**config.mk**
```make
export PLATFORM = sky130hd
export DESIGN_NAME = burst_capture_sequencer_flat
export DESIGN_NICKNAME = d
export VERILOG_FILES = /design/src/rtl/burst_capture_sequencer_pkg.sv /design/src/rtl/burst_capture_sequencer_if.sv /design/src/rtl/axi_fifo_flop.sv /design/src/rtl/burst_capture_fsm.sv /design/src/rtl/setting_reg.sv /design/src/rtl/burst_capture_sequencer.sv /design/src/flat_wrapper.sv
export SDC_FILE = /design/constraint.sdc
export NUM_CORES = 1
export LEC_CHECK = 0
export BUFFER_PORTS_ARGS = -buffer_cell sky130_fd_sc_hd__buf_2
export CAP_MARGIN = 20
export CORE_ASPECT_RATIO = 1.25
export CORE_MARGIN = 2
export CORE_UTILIZATION = 55
export CTS_CLUSTER_SIZE = 14
export DETAILED_ROUTE_END_ITERATION = 6
export PLACE_DENSITY = 0.83
export SKIP_CTS_REPAIR_TIMING = 1
export SLEW_MARGIN = 25
export SYNTH_ARGS = -nofsm -noshare
export SYNTH_HDL_FRONTEND = slang
export SYNTH_SLANG_ARGS = --single-unit
```
**constraint.sdc**
```tcl
create_clock -name clk -period 6.1 [get_ports clk]
set_input_delay 0.61 -clock clk [delete_from_list [all_inputs] [get_ports clk]]
set_output_delay 0.61 -clock clk [all_outputs]
set_load 0.01 [all_outputs]
```
**src/rtl/burst_capture_sequencer_pkg.sv**
```systemverilog
// Shared types and constants for the burst capture sequencer: state encoding,
// default settings-bus addresses and counter widths.
package burst_capture_sequencer_pkg;

  localparam int unsigned SR_AW     = 8;
  localparam int unsigned SR_DW     = 32;
  localparam int unsigned CFG_W     = 16;
  localparam int unsigned CNT_W     = 16;
  localparam int unsigned PENDING_W = 4;

  localparam logic [SR_AW-1:0] SR_BURST_LEN_DEF = 8'd6;
  localparam logic [SR_AW-1:0] SR_HOLDOFF_DEF   = 8'd7;
  localparam logic [SR_AW-1:0] SR_ENABLE_DEF    = 8'd8;

  typedef enum logic [1:0] {
    S_IDLE       = 2'd0,
    S_WAIT_PHASE = 2'd1,
    S_PASS       = 2'd2,
    S_HOLDOFF    = 2'd3
  } state_t;

  // Saturating increment for the status counters.
  function automatic logic [CNT_W-1:0] sat_inc(input logic [CNT_W-1:0] v);
    return (v == '1) ? v : v + CNT_W'(1);
  endfunction

endpackage

```
**src/rtl/burst_capture_sequencer_if.sv**
```systemverilog
// Stream bundle between detector, phase source and the burst capture sequencer.
// The slave modport is the sequencer's view; master is the surrounding fabric.
interface burst_capture_sequencer_if #(
  parameter int unsigned WIDTH_SAMPLE = 16,
  parameter int unsigned WIDTH_PHASE  = 32
);

  logic [2*WIDTH_SAMPLE-1:0] i_tdata;
  logic                      i_tlast;
  logic                      i_tvalid;
  logic                      i_tready;
  logic [WIDTH_PHASE-1:0]    phase_tdata;
  logic                      phase_tvalid;
  logic                      phase_tready;
  logic [2*WIDTH_SAMPLE-1:0] o_tdata;
  logic [WIDTH_PHASE-1:0]    o_tuser;
  logic                      o_tlast;
  logic                      o_tvalid;
  logic                      o_tready;

  modport slave (
    input  i_tdata, i_tlast, i_tvalid,
    output i_tready,
    input  phase_tdata, phase_tvalid,
    output phase_tready,
    output o_tdata, o_tuser, o_tlast, o_tvalid,
    input  o_tready
  );

  modport master (
    output i_tdata, i_tlast, i_tvalid,
    input  i_tready,
    output phase_tdata, phase_tvalid,
    input  phase_tready,
    input  o_tdata, o_tuser, o_tlast, o_tvalid,
    output o_tready
  );

endinterface

```
**src/rtl/axi_fifo_flop.sv**
```systemverilog
// One-entry registered stream stage; accepts a new beat whenever it is empty
// or its current beat is leaving in the same cycle.
module axi_fifo_flop #(
  parameter int unsigned WIDTH = 65
) (
  input  logic             clk,
  input  logic             reset,
  input  logic [WIDTH-1:0] i_tdata,
  input  logic             i_tvalid,
  output logic             o_in_ready_c,
  output logic [WIDTH-1:0] o_tdata,
  output logic             o_tvalid,
  input  logic             i_out_ready
);

  logic [WIDTH-1:0] r_data;
  logic             r_valid;

  assign o_in_ready_c = !r_valid || i_out_ready;

  always_ff @(posedge clk) begin
    if (reset) begin
      r_valid <= 1'b0;
      r_data  <= '0;
    end else if (o_in_ready_c) begin
      r_valid <= i_tvalid;
      if (i_tvalid) begin
        r_data <= i_tdata;
      end
    end
  end

  assign o_tdata  = r_data;
  assign o_tvalid = r_valid;

endmodule

```
**src/rtl/burst_capture_fsm.sv**
```systemverilog
// Burst sequencing core: trigger/phase pairing, burst and holdoff counting,
// ignored-trigger bookkeeping and draining of orphaned phase words.
module burst_capture_fsm
  import burst_capture_sequencer_pkg::*;
#(
  parameter int unsigned WIDTH_PHASE = 32
) (
  input  logic                   clk,
  input  logic                   reset,
  input  logic                   i_enable,
  input  logic [CFG_W-1:0]       i_burst_len,
  input  logic [CFG_W-1:0]       i_holdoff,
  input  logic                   i_in_valid,
  input  logic                   i_in_last,
  input  logic [WIDTH_PHASE-1:0] i_phase_data,
  input  logic                   i_phase_valid,
  input  logic                   i_out_ready,
  output logic                   o_in_ready_c,
  output logic                   o_phase_ready_c,
  output logic                   o_fwd_valid_c,
  output logic                   o_fwd_last_c,
  output logic [WIDTH_PHASE-1:0] o_phase,
  output logic [CNT_W-1:0]       o_burst_count,
  output logic [CNT_W-1:0]       o_missed_count
);

  state_t                 r_state;
  state_t                 w_state_nxt;
  logic [CFG_W-1:0]       r_cnt;
  logic [PENDING_W-1:0]   r_pending;
  logic [WIDTH_PHASE-1:0] r_phase;
  logic [CNT_W-1:0]       r_burst_count;
  logic [CNT_W-1:0]       r_missed_count;

  logic w_load_phase;
  logic w_load_hold;
  logic w_cnt_dec;
  logic w_done;
  logic w_ignore;
  logic w_miss;
  logic w_drain;

  always_ff @(posedge clk) begin
    if (reset) begin
      r_state <= S_IDLE;
    end else begin
      r_state <= w_state_nxt;
    end
  end

  always_comb begin
    w_state_nxt     = r_state;
    o_in_ready_c    = 1'b0;
    o_phase_ready_c = (r_pending != '0);
    o_fwd_valid_c   = 1'b0;
    o_fwd_last_c    = 1'b0;
    w_load_phase    = 1'b0;
    w_load_hold     = 1'b0;
    w_cnt_dec       = 1'b0;
    w_done          = 1'b0;
    w_ignore        = 1'b0;
    w_miss          = 1'b0;
    case (r_state)
      S_IDLE: begin
        o_in_ready_c = 1'b1;
        if (i_in_valid && i_in_last) begin
          if (i_enable) begin
            w_state_nxt = S_WAIT_PHASE;
          end else begin
            w_ignore = 1'b1;
          end
        end
      end
      S_WAIT_PHASE: begin
        o_phase_ready_c = 1'b1;
        if (i_phase_valid) begin
          w_load_phase = 1'b1;
          w_state_nxt  = S_PASS;
        end
      end
      S_PASS: begin
        // Input pacing follows the output flop so no beat is dropped under stall.
        o_in_ready_c  = i_out_ready;
        o_fwd_valid_c = i_in_valid;
        o_fwd_last_c  = (r_cnt == CFG_W'(1));
        if (i_in_valid && i_out_ready) begin
          w_cnt_dec = 1'b1;
          w_ignore  = i_in_last;
          w_miss    = i_in_last;
          if (r_cnt == CFG_W'(1)) begin
            w_done = 1'b1;
            if (i_holdoff == '0) begin
              w_state_nxt = S_IDLE;
            end else begin
              w_load_hold = 1'b1;
              w_state_nxt = S_HOLDOFF;
            end
          end
        end
      end
      S_HOLDOFF: begin
        o_in_ready_c = 1'b1;
        if (i_in_valid) begin
          w_cnt_dec = 1'b1;
          w_ignore  = i_in_last;
          w_miss    = i_in_last;
          if (r_cnt == CFG_W'(1)) begin
            w_state_nxt = S_IDLE;
          end
        end
      end
      default: w_state_nxt = S_IDLE;
    endcase
  end

  assign w_drain = i_phase_valid && o_phase_ready_c && (r_state != S_WAIT_PHASE);

  // Working counters, latched phase and status counters.
  always_ff @(posedge clk) begin
    if (reset) begin
      r_cnt          <= '0;
      r_pending      <= '0;
      r_phase        <= '0;
      r_burst_count  <= '0;
      r_missed_count <= '0;
    end else begin
      if (w_load_phase) begin
        r_phase <= i_phase_data;
        r_cnt   <= (i_burst_len == '0) ? CFG_W'(1) : i_burst_len;
      end else if (w_load_hold) begin
        r_cnt <= i_holdoff;
      end else if (w_cnt_dec) begin
        r_cnt <= r_cnt - CFG_W'(1);
      end
      if (w_done) begin
        r_burst_count <= r_burst_count + CNT_W'(1);
      end
      if (w_miss) begin
        r_missed_count <= sat_inc(r_missed_count);
      end
      case ({w_ignore, w_drain})
        2'b10: begin
          if (r_pending != '1) begin
            r_pending <= r_pending + PENDING_W'(1);
          end
        end
        2'b01:   r_pending <= r_pending - PENDING_W'(1);
        default: r_pending <= r_pending;
      endcase
    end
  end

  assign o_phase        = r_phase;
  assign o_burst_count  = r_burst_count;
  assign o_missed_count = r_missed_count;

endmodule

```
**src/rtl/setting_reg.sv**
```systemverilog
// Single settings-bus register: loads on strobe with a matching address.
module setting_reg
  import burst_capture_sequencer_pkg::*;
#(
  parameter int unsigned       WIDTH    = 16,
  parameter logic [SR_AW-1:0]  MY_ADDR  = '0,
  parameter logic [WIDTH-1:0]  AT_RESET = '0
) (
  input  logic             clk,
  input  logic             reset,
  input  logic             i_stb,
  input  logic [SR_AW-1:0] i_addr,
  input  logic [WIDTH-1:0] i_data,
  output logic [WIDTH-1:0] o_out
);

  logic [WIDTH-1:0] r_out;

  always_ff @(posedge clk) begin
    if (reset) begin
      r_out <= AT_RESET;
    end else if (i_stb && (i_addr == MY_ADDR)) begin
      r_out <= i_data;
    end
  end

  assign o_out = r_out;

endmodule

```
**src/rtl/burst_capture_sequencer.sv**
```systemverilog
// Cuts the plateau-detector sample stream into phase-tagged capture bursts;
// wires the settings registers, the sequencing core and the output flop.
module burst_capture_sequencer
  import burst_capture_sequencer_pkg::*;
#(
  parameter int unsigned      WIDTH_SAMPLE = 16,
  parameter int unsigned      WIDTH_PHASE  = 32,
  parameter logic [SR_AW-1:0] SR_BURST_LEN = SR_BURST_LEN_DEF,
  parameter logic [SR_AW-1:0] SR_HOLDOFF   = SR_HOLDOFF_DEF,
  parameter logic [SR_AW-1:0] SR_ENABLE    = SR_ENABLE_DEF
) (
  input  logic                     clk,
  input  logic                     reset,
  input  logic                     set_stb,
  input  logic [SR_AW-1:0]         set_addr,
  input  logic [SR_DW-1:0]         set_data,
  burst_capture_sequencer_if.slave bus,
  output logic [CNT_W-1:0]         burst_count,
  output logic [CNT_W-1:0]         missed_count
);

  localparam int unsigned W_IQ   = 2 * WIDTH_SAMPLE;
  localparam int unsigned W_BEAT = W_IQ + WIDTH_PHASE + 1;

  logic [CFG_W-1:0]       w_burst_len;
  logic [CFG_W-1:0]       w_holdoff;
  logic                   w_enable;
  logic                   w_flop_ready;
  logic                   w_fwd_valid;
  logic                   w_fwd_last;
  logic [WIDTH_PHASE-1:0] w_phase;
  logic [W_BEAT-1:0]      w_flop_in;
  logic [W_BEAT-1:0]      w_flop_out;
  logic                   w_unused_ok;

  assign w_unused_ok = &{1'b0, set_data[SR_DW-1:CFG_W]};

  setting_reg #(.WIDTH(CFG_W), .MY_ADDR(SR_BURST_LEN), .AT_RESET(CFG_W'(1))) u_sr_len (
    .clk    (clk),
    .reset  (reset),
    .i_stb  (set_stb),
    .i_addr (set_addr),
    .i_data (set_data[CFG_W-1:0]),
    .o_out  (w_burst_len)
  );

  setting_reg #(.WIDTH(CFG_W), .MY_ADDR(SR_HOLDOFF), .AT_RESET(CFG_W'(0))) u_sr_hold (
    .clk    (clk),
    .reset  (reset),
    .i_stb  (set_stb),
    .i_addr (set_addr),
    .i_data (set_data[CFG_W-1:0]),
    .o_out  (w_holdoff)
  );

  setting_reg #(.WIDTH(1), .MY_ADDR(SR_ENABLE), .AT_RESET(1'b0)) u_sr_en (
    .clk    (clk),
    .reset  (reset),
    .i_stb  (set_stb),
    .i_addr (set_addr),
    .i_data (set_data[0:0]),
    .o_out  (w_enable)
  );

  burst_capture_fsm #(.WIDTH_PHASE(WIDTH_PHASE)) u_fsm (
    .clk             (clk),
    .reset           (reset),
    .i_enable        (w_enable),
    .i_burst_len     (w_burst_len),
    .i_holdoff       (w_holdoff),
    .i_in_valid      (bus.i_tvalid),
    .i_in_last       (bus.i_tlast),
    .i_phase_data    (bus.phase_tdata),
    .i_phase_valid   (bus.phase_tvalid),
    .i_out_ready     (w_flop_ready),
    .o_in_ready_c    (bus.i_tready),
    .o_phase_ready_c (bus.phase_tready),
    .o_fwd_valid_c   (w_fwd_valid),
    .o_fwd_last_c    (w_fwd_last),
    .o_phase         (w_phase),
    .o_burst_count   (burst_count),
    .o_missed_count  (missed_count)
  );

  assign w_flop_in = {w_fwd_last, w_phase, bus.i_tdata};

  axi_fifo_flop #(.WIDTH(W_BEAT)) u_out_flop (
    .clk          (clk),
    .reset        (reset),
    .i_tdata      (w_flop_in),
    .i_tvalid     (w_fwd_valid),
    .o_in_ready_c (w_flop_ready),
    .o_tdata      (w_flop_out),
    .o_tvalid     (bus.o_tvalid),
    .i_out_ready  (bus.o_tready)
  );

  assign bus.o_tdata = w_flop_out[W_IQ-1:0];
  assign bus.o_tuser = w_flop_out[W_IQ +: WIDTH_PHASE];
  assign bus.o_tlast = w_flop_out[W_BEAT-1];

endmodule

```
**src/flat_wrapper.sv**
```systemverilog
// flat-port wrapper written by rule: the top's interface ports become plain ports
module burst_capture_sequencer_flat import burst_capture_sequencer_pkg::*;
#(
  parameter int unsigned      WIDTH_SAMPLE = 16,
  parameter int unsigned      WIDTH_PHASE  = 32,
  parameter logic [SR_AW-1:0] SR_BURST_LEN = SR_BURST_LEN_DEF,
  parameter logic [SR_AW-1:0] SR_HOLDOFF   = SR_HOLDOFF_DEF,
  parameter logic [SR_AW-1:0] SR_ENABLE    = SR_ENABLE_DEF
)
  (clk, reset, set_stb, set_addr, set_data, burst_count, missed_count, bus_i_tdata, bus_i_tlast, bus_i_tvalid, bus_i_tready, bus_phase_tdata, bus_phase_tvalid, bus_phase_tready, bus_o_tdata, bus_o_tuser, bus_o_tlast, bus_o_tvalid, bus_o_tready);
  burst_capture_sequencer_if #(.WIDTH_SAMPLE(WIDTH_SAMPLE), .WIDTH_PHASE(WIDTH_PHASE)) bus_i ();
  input  logic clk;
  input  logic reset;
  input  logic set_stb;
  input  logic [SR_AW-1:0] set_addr;
  input  logic [SR_DW-1:0] set_data;
  output logic [CNT_W-1:0] burst_count;
  output logic [CNT_W-1:0] missed_count;
  input wire logic [$bits(bus_i.i_tdata)-1:0] bus_i_tdata;
  input wire logic [$bits(bus_i.i_tlast)-1:0] bus_i_tlast;
  input wire logic [$bits(bus_i.i_tvalid)-1:0] bus_i_tvalid;
  output wire logic [$bits(bus_i.i_tready)-1:0] bus_i_tready;
  input wire logic [$bits(bus_i.phase_tdata)-1:0] bus_phase_tdata;
  input wire logic [$bits(bus_i.phase_tvalid)-1:0] bus_phase_tvalid;
  output wire logic [$bits(bus_i.phase_tready)-1:0] bus_phase_tready;
  output wire logic [$bits(bus_i.o_tdata)-1:0] bus_o_tdata;
  output wire logic [$bits(bus_i.o_tuser)-1:0] bus_o_tuser;
  output wire logic [$bits(bus_i.o_tlast)-1:0] bus_o_tlast;
  output wire logic [$bits(bus_i.o_tvalid)-1:0] bus_o_tvalid;
  input wire logic [$bits(bus_i.o_tready)-1:0] bus_o_tready;
  assign bus_i.i_tdata = bus_i_tdata;
  assign bus_i.i_tlast = bus_i_tlast;
  assign bus_i.i_tvalid = bus_i_tvalid;
  assign bus_i_tready = bus_i.i_tready;
  assign bus_i.phase_tdata = bus_phase_tdata;
  assign bus_i.phase_tvalid = bus_phase_tvalid;
  assign bus_phase_tready = bus_i.phase_tready;
  assign bus_o_tdata = bus_i.o_tdata;
  assign bus_o_tuser = bus_i.o_tuser;
  assign bus_o_tlast = bus_i.o_tlast;
  assign bus_o_tvalid = bus_i.o_tvalid;
  assign bus_i.o_tready = bus_o_tready;
  burst_capture_sequencer #(.WIDTH_SAMPLE(WIDTH_SAMPLE), .WIDTH_PHASE(WIDTH_PHASE), .SR_BURST_LEN(SR_BURST_LEN), .SR_HOLDOFF(SR_HOLDOFF), .SR_ENABLE(SR_ENABLE)) u_core (.clk(clk), .reset(reset), .set_stb(set_stb), .set_addr(set_addr), .set_data(set_data), .bus(bus_i), .burst_count(burst_count), .missed_count(missed_count));
endmodule
```
==> run summary <==
The run finished with clean final reports. The final instance count without filler cells came out at 1,317. TritonCTS built the clock tree. The proportion of power drawn by the clock network came out at 36.8%. In this run the critical register-to-register path is launched from u_core.u_fsm.r_state[0]. The floorplan has 48 rows. After synthesis, the cell types taking the most area are sky130_fd_sc_hd__dfxtp_1 (47%), sky130_fd_sc_hd__nand2_1 (12%), sky130_fd_sc_hd__a21oi_1 (9.8%). The routed length per instance came out at 14.56 um. Synthesis produced a netlist whose cell count is 973.

The final count of negative-setup-slack endpoints came out at 0. The fraction of synthesis flops using an asynchronous set or reset pin came out at 0%. The maximum clock insertion buffer count is 2. The portion of the clock cycle consumed by the worst path in the final layout came out at 50.64%.

The first-iteration detailed-routing DRC count came out at 504. The number of hold-slack violations in the final timing report is 0. In the final layout, the multi-input gates occupy 3785 um^2. The worst setup path is of the reg2reg kind. The library cell used most frequently in the layout, excluding fill and tap cells, is sky130_fd_sc_hd__nand2_1. The detailed-routed wire length on met2 came out at 9826 um. Net switching is 29.57% of the power.

The worst-path maximum fanout came out at 9. The initial antenna violation count came to 0. In this run the horizontal extent of the chip is 110.7 um. Global routing used 24.79% of the available tracks across all layers.

The sequential share of power is 43.2%. The overall power is 3.047 mW. Including well taps, the total number of placed cells is 1,285. The die extent in y is 137.4 um.

For the final routed database, the setup TNS stands at 0 ns. Cells with a size suffix above 1 make up 21.45% of the layout. The area growth from synthesis to final layout came out at 20.22%.

The average via count per standard cell came out at 5.564. The maximum VDD drop is 0.2358 mV. The area taken by flip-flops and latches came out at 3704 um^2. For this block, wires on met1 add up to 7864 um. Setup repair after global routing left no endpoint under its margin. The combinational cell fraction of total power is 19.9%.

The total standard cell area after synthesis is 7833 um^2. For this block, the routed nets add up to 19,180 um of wire. The largest total area in the synthesized netlist belongs to sky130_fd_sc_hd__dfxtp_1. The number of clock buffers added by TritonCTS is 17. Synthesis produced a netlist with a net count of 1,097. Synthesis inferred 185 register bits. The antenna diode instance count came out at 0. The setup skew after layout is 0.01091 ns. The internal power contribution is 2.146 mW. Once detail routing completed, the nets flagged for antenna violations numbered 0. The distinct cell type count after synthesis is 57. The number of iterations in the first detailed-routing pass came out at 5.

Derived from the worst setup path, the maximum achievable clock frequency is 323.7 MHz. The via count of the first global-routing pass came out at 6,694. The internal reg-to-reg setup slack is 3.01 ns. The number of enable-type register cells in the synthesized netlist is 0. Subtracting the final worst setup slack from the clock period gives 3.089 ns. For this block, the via count after detailed routing is 7,328. Across the run, the number of max-cap violations was 0. Entering global routing, the biggest net connects 97 pins. In this run the worst hold path is classified as in2reg.

The later pin in the worst-skew pair is clocked with a latency of 0.43 ns. The depth of the most critical reg-to-reg path is 10. The final layout net count came out at 1,253. In this run the power spent charging and discharging nets is 900.9 uW. The arrival time of data at the critical path endpoint came out at 3.41 ns.

The placed wire-length estimate came out at 13,190 um. The clock drives 185 sinks. Detailed routing placed a total of 943 um of wire on met3. The total of buffers placed on input and output ports is 194. The synthesized design devotes to its leading area cell type 47.28% of total area. The initial standard-cell utilization of the core is 56.46%. The worst hold path begins at bus_i_tdata[5]. In this run the tightest slew margin relative to its limit is 32.63%. The slew at the pin closest to its max-slew limit came out at 1.011 ns. The highest metal layer carrying signal wires in the routed design is met4. The clock transition at the register clock pins on the worst setup and hold paths after CTS came out at 0.07 ns. The worst hold path was traced through 3 stages. The count of pins over their slew limit is 0. The final RePlAce weighted congestion came out at 0.8663. The Yosys warning count came out at 0. STA classifies the critical path startpoint as a flip-flop. For hold timing, the worst endpoint is u_core.u_out_flop.o_tdata[5]. The sequential cell area fraction in the yosys report is 47.28%. The worst setup path is captured at a flip-flop. The number of fillers in the final layout is 1,162. Pin placement for this block handled 211 I/O pins. The wire length of the first global-routing pass came out at 31,080 um. In this run the critical register-to-register path is captured at u_core.u_fsm.r_pending[3].

The area inside the core boundary is 13,870 um^2. The root buffer selected by CTS is sky130_fd_sc_hd__clkbuf_16. In the synthesized netlist the dominant register cell turns out to be sky130_fd_sc_hd__dfxtp_1. The average cell area after synthesis came out at 8.050 um^2. The total congestion overflow came out at 0.

For this design the ratio of total power to cell area is 323.6 nW/um^2. The data required time of the critical path came out at 6.42 ns. For this design the static power due to leakage is 3.777 nW.

The clock tree synthesis step divided the H-tree into 4 levels. The library cells used most frequently in the layout, excluding fill and tap cells, are sky130_fd_sc_hd__nand2_1 (252), sky130_fd_sc_hd__buf_2 (193), sky130_fd_sc_hd__dfxtp_1 (185). The worst hold slack came out at 0.4066 ns. The die covers 15,220 um^2. The remaining design rule violation count is 0.
==> metal layers <==
layer,up-vias,track usage (%)
li1,3672,-
met3,41,4.751
met2,223,44.41
met5,-,0
met1,3392,28.65
met4,0,11.94
==> logic make-up (layout without fill, tap and decap cells) <==
group | count (synthesis) | in the layout | synth area share, %
mux | 26 | 26 | 3.339
xor+xnor | 15 | 15 | 1.677
compound gates | 231 | 231 | 16.68
buf+inv | 84 | 253 | 4.489
simple gates | 419 | 419 | 24.36
flops | 185 | 185 | 47.28
fa+ha+maj | 13 | 13 | 2.172
==> synth_stat cells (2+ instances only) <==
| cell type | count |
|---|---|
| sky130_fd_sc_hd__nand2_1 | 252 |
| sky130_fd_sc_hd__dfxtp_1 | 185 |
| sky130_fd_sc_hd__a21oi_1 | 154 |
| sky130_fd_sc_hd__nor2_1 | 50 |
| sky130_fd_sc_hd__clkbuf_1 | 45 |
| sky130_fd_sc_hd__o21ai_0 | 26 |
| sky130_fd_sc_hd__mux2i_1 | 25 |
| sky130_fd_sc_hd__or3_1 | 19 |
| sky130_fd_sc_hd__inv_1 | 18 |
| sky130_fd_sc_hd__nand3_1 | 18 |
| sky130_fd_sc_hd__nand4_1 | 13 |
| sky130_fd_sc_hd__nor3_1 | 13 |
| sky130_fd_sc_hd__nor4_1 | 13 |
| sky130_fd_sc_hd__o31ai_1 | 13 |
| sky130_fd_sc_hd__or4_1 | 13 |
| sky130_fd_sc_hd__ha_1 | 12 |
| sky130_fd_sc_hd__xnor2_1 | 12 |
| sky130_fd_sc_hd__buf_1 | 10 |
| sky130_fd_sc_hd__o32ai_1 | 7 |
| sky130_fd_sc_hd__a2bb2oi_1 | 4 |
| sky130_fd_sc_hd__a31oi_1 | 4 |
| sky130_fd_sc_hd__and3_1 | 4 |
| sky130_fd_sc_hd__buf_2 | 4 |
| sky130_fd_sc_hd__a2111oi_0 | 3 |
| sky130_fd_sc_hd__a211oi_1 | 3 |
| sky130_fd_sc_hd__and2_1 | 3 |
| sky130_fd_sc_hd__buf_6 | 3 |
| sky130_fd_sc_hd__nand2b_1 | 3 |
| sky130_fd_sc_hd__nand4b_1 | 3 |
| sky130_fd_sc_hd__nor2b_1 | 3 |
| sky130_fd_sc_hd__o211ai_1 | 3 |
| sky130_fd_sc_hd__o21bai_1 | 3 |
| sky130_fd_sc_hd__xor2_1 | 3 |
| sky130_fd_sc_hd__a21o_1 | 2 |
| sky130_fd_sc_hd__a311oi_1 | 2 |
| sky130_fd_sc_hd__buf_4 | 2 |
| sky130_fd_sc_hd__nand3b_1 | 2 |
| sky130_fd_sc_hd__o31a_1 | 2 |
==> cell type report <==
cell class | count | share of cell area [%]
Clock inverter | 15 | 1.900
Timing Repair Buffer | 202 | 10.98
Multi-Input combinational cell | 704 | 40.19
Tap cell | 175 | 2.325
Inverter | 19 | 0.7574
Clock buffer | 17 | 4.518
Sequential cell | 185 | 39.33
==> critical path, stage by stage (launching register included) <==
cell and delay (ns):
sky130_fd_sc_hd__dfxtp_1 0.46, sky130_fd_sc_hd__inv_1 0.12, sky130_fd_sc_hd__ha_1 0.32, sky130_fd_sc_hd__a221oi_1 0.47, sky130_fd_sc_hd__o211ai_1 0.27, sky130_fd_sc_hd__inv_2 0.18
sky130_fd_sc_hd__ha_1 0.25, sky130_fd_sc_hd__a21o_1 0.17, sky130_fd_sc_hd__a21oi_1 0.18, sky130_fd_sc_hd__mux2i_1 0.22, sky130_fd_sc_hd__mux2_2 0.34
==> power groups by stage <==
stage | combinational, mW | sequential [mW] | clock (mW)
3_5_place_dp | 0.599 | 1.34 | 0
6_report | 0.608 | 1.32 | 1.12
5_1_grt | 0.676 | 1.32 | 1.19
4_1_cts | 0.607 | 1.32 | 1.14
3_3_place_gp | 0.583 | 1.34 | 0
2_1_floorplan | 0.458 | 1.33 | 0
==> registers in the layout (all words and copies together), names as in the netlist <==
signal	count
u_core.u_sr_len.o_out	16
u_core.u_fsm.r_cnt	16
u_core.u_fsm.o_phase	32
u_core.u_fsm.o_missed_count	16
u_core.u_fsm.o_burst_count	16
u_core.u_sr_en.o_out	1
u_core.u_out_flop.o_tdata	65
u_core.u_fsm.r_state	2
u_core.u_fsm.r_pending	4
u_core.u_out_flop.o_tvalid	1
u_core.u_sr_hold.o_out	16
==> worst max path at each step <==
| stage | depth (start not counted) | start | slack [ns] | endpoint |
|---|---|---|---|---|
| final | 10 | u_core.u_fsm.r_state[0] | 3.01 | u_core.u_fsm.r_pending[3] |
| after CTS | 10 | u_core.u_fsm.r_state[0] | 3.00 | u_core.u_fsm.r_pending[3] |
| after global placement | 10 | bus_o_tready | 3.05 | u_core.u_fsm.r_pending[3] |
| after detailed placement | 10 | bus_o_tready | 2.91 | u_core.u_fsm.r_pending[3] |
| after floorplan | 11 | u_core.u_fsm.r_state[0] | 3.36 | u_core.u_fsm.r_pending[3] |
| after global routing | 10 | u_core.u_fsm.r_state[0] | 2.74 | u_core.u_fsm.r_pending[3] |
==> metrics by stage <==
step	setup WS, ns	area (um^2)	util (%)
final	3.011	9417	67.88
after global routing	2.740	9417	67.88
after CTS	3.001	9417	67.88
after detailed placement	2.908	8812	63.52
after global placement	3.052	8812	63.52
after floorplan	3.359	7833	-
Power figures use the tool's default switching activity.
